File: config.mk
export PLATFORM = sky130hd
export DESIGN_NAME = seq_multiplier
export DESIGN_NICKNAME = d
export VERILOG_FILES = /design/src/rtl/seq_multiplier.sv
export SDC_FILE = /design/constraint.sdc
export NUM_CORES = 1
export LEC_CHECK = 0
export ABC_AREA = 1
export BUFFER_PORTS_ARGS = -buffer_cell sky130_fd_sc_hd__buf_2
export CORE_MARGIN = 2
export CORE_UTILIZATION = 40
export CTS_CLUSTER_DIAMETER = 200
export DETAILED_ROUTE_END_ITERATION = 16
export SYNTH_ARGS = -nofsm -noshare
export SYNTH_HDL_FRONTEND = slang
export SYNTH_SLANG_ARGS = --single-unit
File: constraint.sdc
create_clock -name sys_clk -period 5 [get_ports sys_clk]
set_input_delay 0 -clock sys_clk [delete_from_list [all_inputs] [get_ports sys_clk]]
set_output_delay 0 -clock sys_clk [all_outputs]
set_load 0.02 [all_outputs]
File: src/rtl/seq_multiplier.sv
// Multi-cycle unsigned multiplier retiring DIGIT multiplier bits per clock, valid/ready on both sides.
// Optional: define SEQ_MULT_SQUARE_EN to add the `square` input (b_r loads from a).
module seq_multiplier #(
   parameter int BITWIDTH = 32,
   parameter int DIGIT    = 4
) (
   input  logic                    sys_clk,
   input  logic                    sys_rst_n,
   input  logic                    in_valid,
   output logic                    in_ready,
   input  logic [BITWIDTH-1:0]     a,
   input  logic [BITWIDTH-1:0]     b,
`ifdef SEQ_MULT_SQUARE_EN
   input  logic                    square,
`endif
   output logic                    out_valid,
   input  logic                    out_ready,
   output logic [2*BITWIDTH-1:0]   y
);

   generate
      if (BITWIDTH < 1 || DIGIT < 1 || DIGIT > BITWIDTH || (BITWIDTH % DIGIT) != 0) begin : g_bad_params
         $error("seq_multiplier: illegal BITWIDTH/DIGIT combination");
      end
   endgenerate

   localparam int N     = BITWIDTH / DIGIT;
   localparam int CNT_W = (N > 1) ? $clog2(N) : 1;
   localparam int PP_W  = BITWIDTH + DIGIT;
   localparam int Y_W   = 2 * BITWIDTH;

   typedef enum logic [1:0] {
      IDLE = 2'd0,
      BUSY = 2'd1,
      DONE = 2'd2
   } state_t;

   state_t              state;
   logic [BITWIDTH-1:0] a_r;
   logic [BITWIDTH-1:0] b_r;
   logic [Y_W-1:0]      acc;
   logic [CNT_W-1:0]    cnt;

   logic [PP_W-1:0]     pp;
   logic [31:0]         shamt;
   logic [Y_W-1:0]      acc_next;
   logic [BITWIDTH-1:0] b_load;

   always_comb begin
      pp       = PP_W'(a_r) * PP_W'(b_r[DIGIT-1:0]);
      shamt    = 32'(cnt) * 32'(DIGIT);
      acc_next = acc + (Y_W'(pp) << shamt);
`ifdef SEQ_MULT_SQUARE_EN
      b_load   = square ? a : b;
`else
      b_load   = b;
`endif
   end

   assign in_ready  = (state == IDLE);
   assign out_valid = (state == DONE);

   always_ff @(posedge sys_clk or negedge sys_rst_n) begin
      if (!sys_rst_n) begin
         state <= IDLE;
         a_r   <= '0;
         b_r   <= '0;
         acc   <= '0;
         cnt   <= '0;
         y     <= '0;
      end else begin
         case (state)
            IDLE: begin
               if (in_valid) begin
                  a_r   <= a;
                  b_r   <= b_load;
                  acc   <= '0;
                  cnt   <= '0;
                  state <= BUSY;
               end
            end
            BUSY: begin
               acc <= acc_next;
               b_r <= b_r >> DIGIT;
               cnt <= cnt + CNT_W'(1);
               // y is taken from the combinational sum so it is final on the same edge
               if (cnt == CNT_W'(N - 1)) begin
                  y     <= acc_next;
                  state <= DONE;
               end
            end
            DONE: begin
               if (out_ready)
                  state <= IDLE;
            end
            default: state <= IDLE;
         endcase
      end
   end

endmodule

* After elaboration in Yosys (flattened, before gate mapping)
Cells that the tools add are included.
Cells by class: equal/unequal tests 6, $mul 1, shift-type cells 1, reductions and logical operators 6, add/subtract/negate cells 2, muxes and demuxes 10
Operators with widths (count):
- $pmux 64 s2 | 1
- $add 64x64->64 | 1
- $mux 64 | 1
- $pmux 32 s2 | 1
- $shl 36x5->64 | 1
- $mul 32x4->36 | 1
- $mux 32 | 1
- $mux 2 | 3
- $pmux 2 s3 | 1
- $pmux 3 s2 | 1
- $reduce_and 2->1 | 3
- $ne 2x2->1 const B | 2
- $add 3x1->3 const B | 1
- $eq 3x3->1 const B | 1
- $mux 3 | 1
- $reduce_and 3->1 | 1
- $eq 2x1->1 const B | 1
- $eq 2x2->1 const B | 1
- $logic_not 2->1 | 1
- $ne 2x1->1 const B | 1
- $reduce_bool 2->1 | 1
Storage, ports and cells: output and inout port bits 66, register bits after elaboration 197, bits of input ports 68

* Longest topological paths before layout
depth in word-level cells 4, mapped depth 41, depth with buffers taken out 39

* Least setup slack after synthesis
No wires, ideal clock.
path type reg2reg, start point reg b_r[3], end point reg y[35], clock period less this slack 5231 ps, stages on the path, launching flop included 32, buffers on the path 2, required time 4882 ps, library setup time 118 ps, slack -231 ps, data arrival time 5113 ps, path through dfrtp_1 -> clkbuf_1 -> clkbuf_1 -> nand2_1 -> fa_1 -> inv_1 -> fa_1 -> fa_1 -> nand2_1 -> nand2_1 -> o21ai_2 -> inv_1 -> a21oi_2 -> o21ai_2 -> or2_1 -> nand3_1 -> nand3_1 -> o21ai_0 -> mux2i_1 -> ha_1 -> nand2_1 -> nor2_1 -> inv_1 -> nor2_1 -> inv_1 -> nor2_1 -> a21oi_1 -> o21bai_2 -> a21oi_1 -> or2_1 -> nand3_1 -> nand2_1
Between the ends: longest elaborated chain between the ends 3
RTL lines:
- from (decl) | line 40 | logic [BITWIDTH-1:0] b_r;
- from (signal assigned) | line 76 | b_r <= b_load;
- from (signal assigned) | line 84 | b_r <= b_r >> DIGIT;
- $mul 32x4->36 | line 50 | pp = PP_W'(a_r) * PP_W'(b_r[DIGIT-1:0]);
- $shl 36x5->64 | line 52 | acc_next = acc + (Y_W'(pp) << shamt);
- $add 64x64->64 | line 52
- to (signal assigned) | line 88 | y <= acc_next;
- to (decl) | line 18 | output logic [2*BITWIDTH-1:0] y
No other way between the ends. A chain may end at the register's enable or synchronous reset.

* Worst setup path after layout
start point reg b_r[3], end point reg y[59]
The elaborated chain is that of the path after synthesis.

==> flow_summary.json <==
{
  "drive_gt1_share_pct": 34.1,
  "hold_violations": 0,
  "max_slew_margin_pct": 28.1,
  "cts.sinks": 197,
  "outcome": "finished, violations left",
  "syn_nets": 2862,
  "dp_hpwl_um": 51600,
  "crit_path_start_kind": "flop",
  "required_ps": 5400,
  "synth_common_cells": "nand2_1 (659), inv_1 (425), nor2_1 (223), dfrtp_1 (197), nand3_1 (197)",
  "wirelength_um": 66400,
  "path_clk_slew_ps": 80,
  "dr.pass1.iters": 5,
  "finalCritPeriodShare_pct": 118,
  "seq_area_frac_synth_pct": 27.2,
  "cpPeakStageDelay_ps": 540,
  "nets": 3530,
  "synth_top_area_share_pct": 27.2,
  "clock_latency_ps": 510,
  "ant_nets": 0,
  "rsz0062_at_grt": "true",
  "place_area_sq_um": 23200,
  "final_cells": 3901,
  "skew_ps": 16.6,
  "crit_arrival_ps": 6270,
  "gp_congestion": 0.959,
  "synthFlopType": "dfrtp_1",
  "crit_path_top_delay_cell": "fa_1",
  "synth-edff-count": 0,
  "worst_pin_slew_ps": 1080,
  "syn_inst": 2628,
  "timing.fmax_ghz": 0.170,
  "synth.distinct_cells": 56,
  "drt_iter0_markers": 1320,
  "num_rows": 77,
  "numCtsBuffers": 17,
  "start_util_pct": 40.7,
  "vias": 19800,
  "ys_seq_elements": 197,
  "path_class": "reg2reg",
  "maxCapViolations": 0,
  "syn_avg_cell_area_sq_um": 6.88,
  "drc_errors": 0,
  "die_w_um": 217,
  "r2r_cells": 32,
  "syn_area_sq_um": 18100,
  "grt_first_pass_wirelength_um": 107000,
  "hold_class": "in2async",
  "diodes": 0,
  "cts_root_buffer": "clkbuf_16",
  "grt_overflow_total": 0,
  "yosysWarnings": 0,
  "finalSetupViolCount": 108,
  "synth_area_leaders": "dfrtp_1 (27%), nand2_1 (14%), inv_1 (8.8%)",
  "antenna_found_initial": 0,
  "avgRoutedWirePerCell_um": 17.0,
  "io_pins": 134,
  "slew_viol_final": 0,
  "vias_per_cell": 5.07,
  "async_flop_share_pct": 100,
  "synthMostInstantiatedCell": "nand2_1",
  "cts_tree": "built",
  "place_inst": 3779,
  "final_area_sq_um": 26200,
  "grt_max_degree": 135,
  "floorplan.die_area_sq_um": 46900,
  "pre_cts_slack_ps": -1260,
  "syn2layout_area_growth_pct": 44.9,
  "grt_use_total_pct": 29.0,
  "htreeDepth": 4,
  "coreArea_sq_um": 44400,
  "final_util_pct": 59.0,
  "cts_buffer_depth": 2,
  "violations": "setup timing",
  "final.setup.worst_slack_ps": -876,
  "crit_path_end_kind": "flop",
  "synth_largest_area_cell": "dfrtp_1",
  "chipHeight_um": 217,
  "crit_fanout": 28,
  "io_buffers": 133,
  "first_global_vias": 19700,
  "fin_crit_ps": 5880
}
[layout make-up]
class                   count  area [sq um]
multi-input cells        1912         12900
inverters                 434          1630
repair buffers            734          5430
well taps                 592           741
clock inverters            15           183
flip-flops and latches    197          4930
fillers                  4181         18200
clock buffers              17           425
[layout by cell type, fill, tap and decap left out, types with 59 or more instances in the layout]
| master | instances |
|---|---|
| dlygate4sd3_1 | 69 |
| nor2_1 | 156 |
| buf_4 | 526 |
| nand3_1 | 169 |
| inv_1 | 410 |
| nand2_2 | 61 |
| nand2_1 | 613 |
| a21oi_1 | 75 |
| dfrtp_1 | 197 |
| ha_1 | 67 |
| buf_2 | 132 |
| fa_1 | 59 |
| o21ai_0 | 107 |
[path summary, 6_finish.rpt]
path / to / slack, ps / start
worst max-delay path: y[59] / -880 / b_r[3]
worst min-delay path: a_r[2] / 30 / sys_rst_n
worst max register to register: y[59] / -880 / b_r[3]
worst min register to register: y[56] / 480 / y[56]
max in group asynchronous: cnt[0] / 3790 / sys_rst_n
min in group sys_clk: b_r[1] / 40 / b[1]
[critical path: cells and delay by family, from the launching register on]
| family | cells | cell delay, ps |
|---|---|---|
| compound gates | 7 | 1020 |
| simple gates | 10 | 1400 |
| flops | 1 | 410 |
| xor+xnor | 1 | 180 |
| fa+ha+maj | 4 | 1640 |
| buf+inv | 10 | 1070 |
[state kept, by name, summed over array words and instances (netlist names)]
signal  count
state       2
y          64
acc        64
b_r        32
cnt         3
a_r        32
[cells by family (layout without fill, tap and decap cells)]
family	after synthesis	count (layout)	synth area share, %
adders and majority gates	166	166	14.0
DFF	197	197	27.2
xor gates and xnor gates	47	47	2.36
and+or+nand+nor	1222	1222	29.1
AOI/OAI and AO/OA	443	443	14.3
muxes	34	34	2.10
buffers and inverters	519	1200	11.0
[routing by layer]
| layer | track usage (%) | vias up | share of wire, % | routed length [um] |
|---|---|---|---|---|
| met1 | 39.3 | 9416 | 47 | 31100 |
| met4 | 8.68 | 0 | 2.6 | 1740 |
| li1 | - | 9799 | - | - |
| met2 | 47.5 | 486 | 46 | 30700 |
| met5 | 0 | - | 0 | 0 |
| met3 | 4.67 | 79 | 4.3 | 2890 |
[stage by stage]
stage	setup TNS (ps)	hold WS, ps
floorplan	0	-296
global placement	-92670	5.53
detailed placement	-94360	6.47
CTS	-69080	10.1
global route	-99950	58.6
finish	-65270	25.9
[what timing repair did]
| item | 4_1_cts | 5_1_grt |
|---|---|---|
| resized for setup | 172 | 221 |
| endpoints found under the setup margin | 110 | 116 |
| pin swaps | 41 | 38 |
| buffers inserted | 13 | 8 |
| hold endpoints to repair | 127 | 0 |
| hold buffers | 69 | 0 |
Power is left out: the tool's default activity adds up to more than one toggle a clock period on the data nets, which glitch-free logic cannot reach.
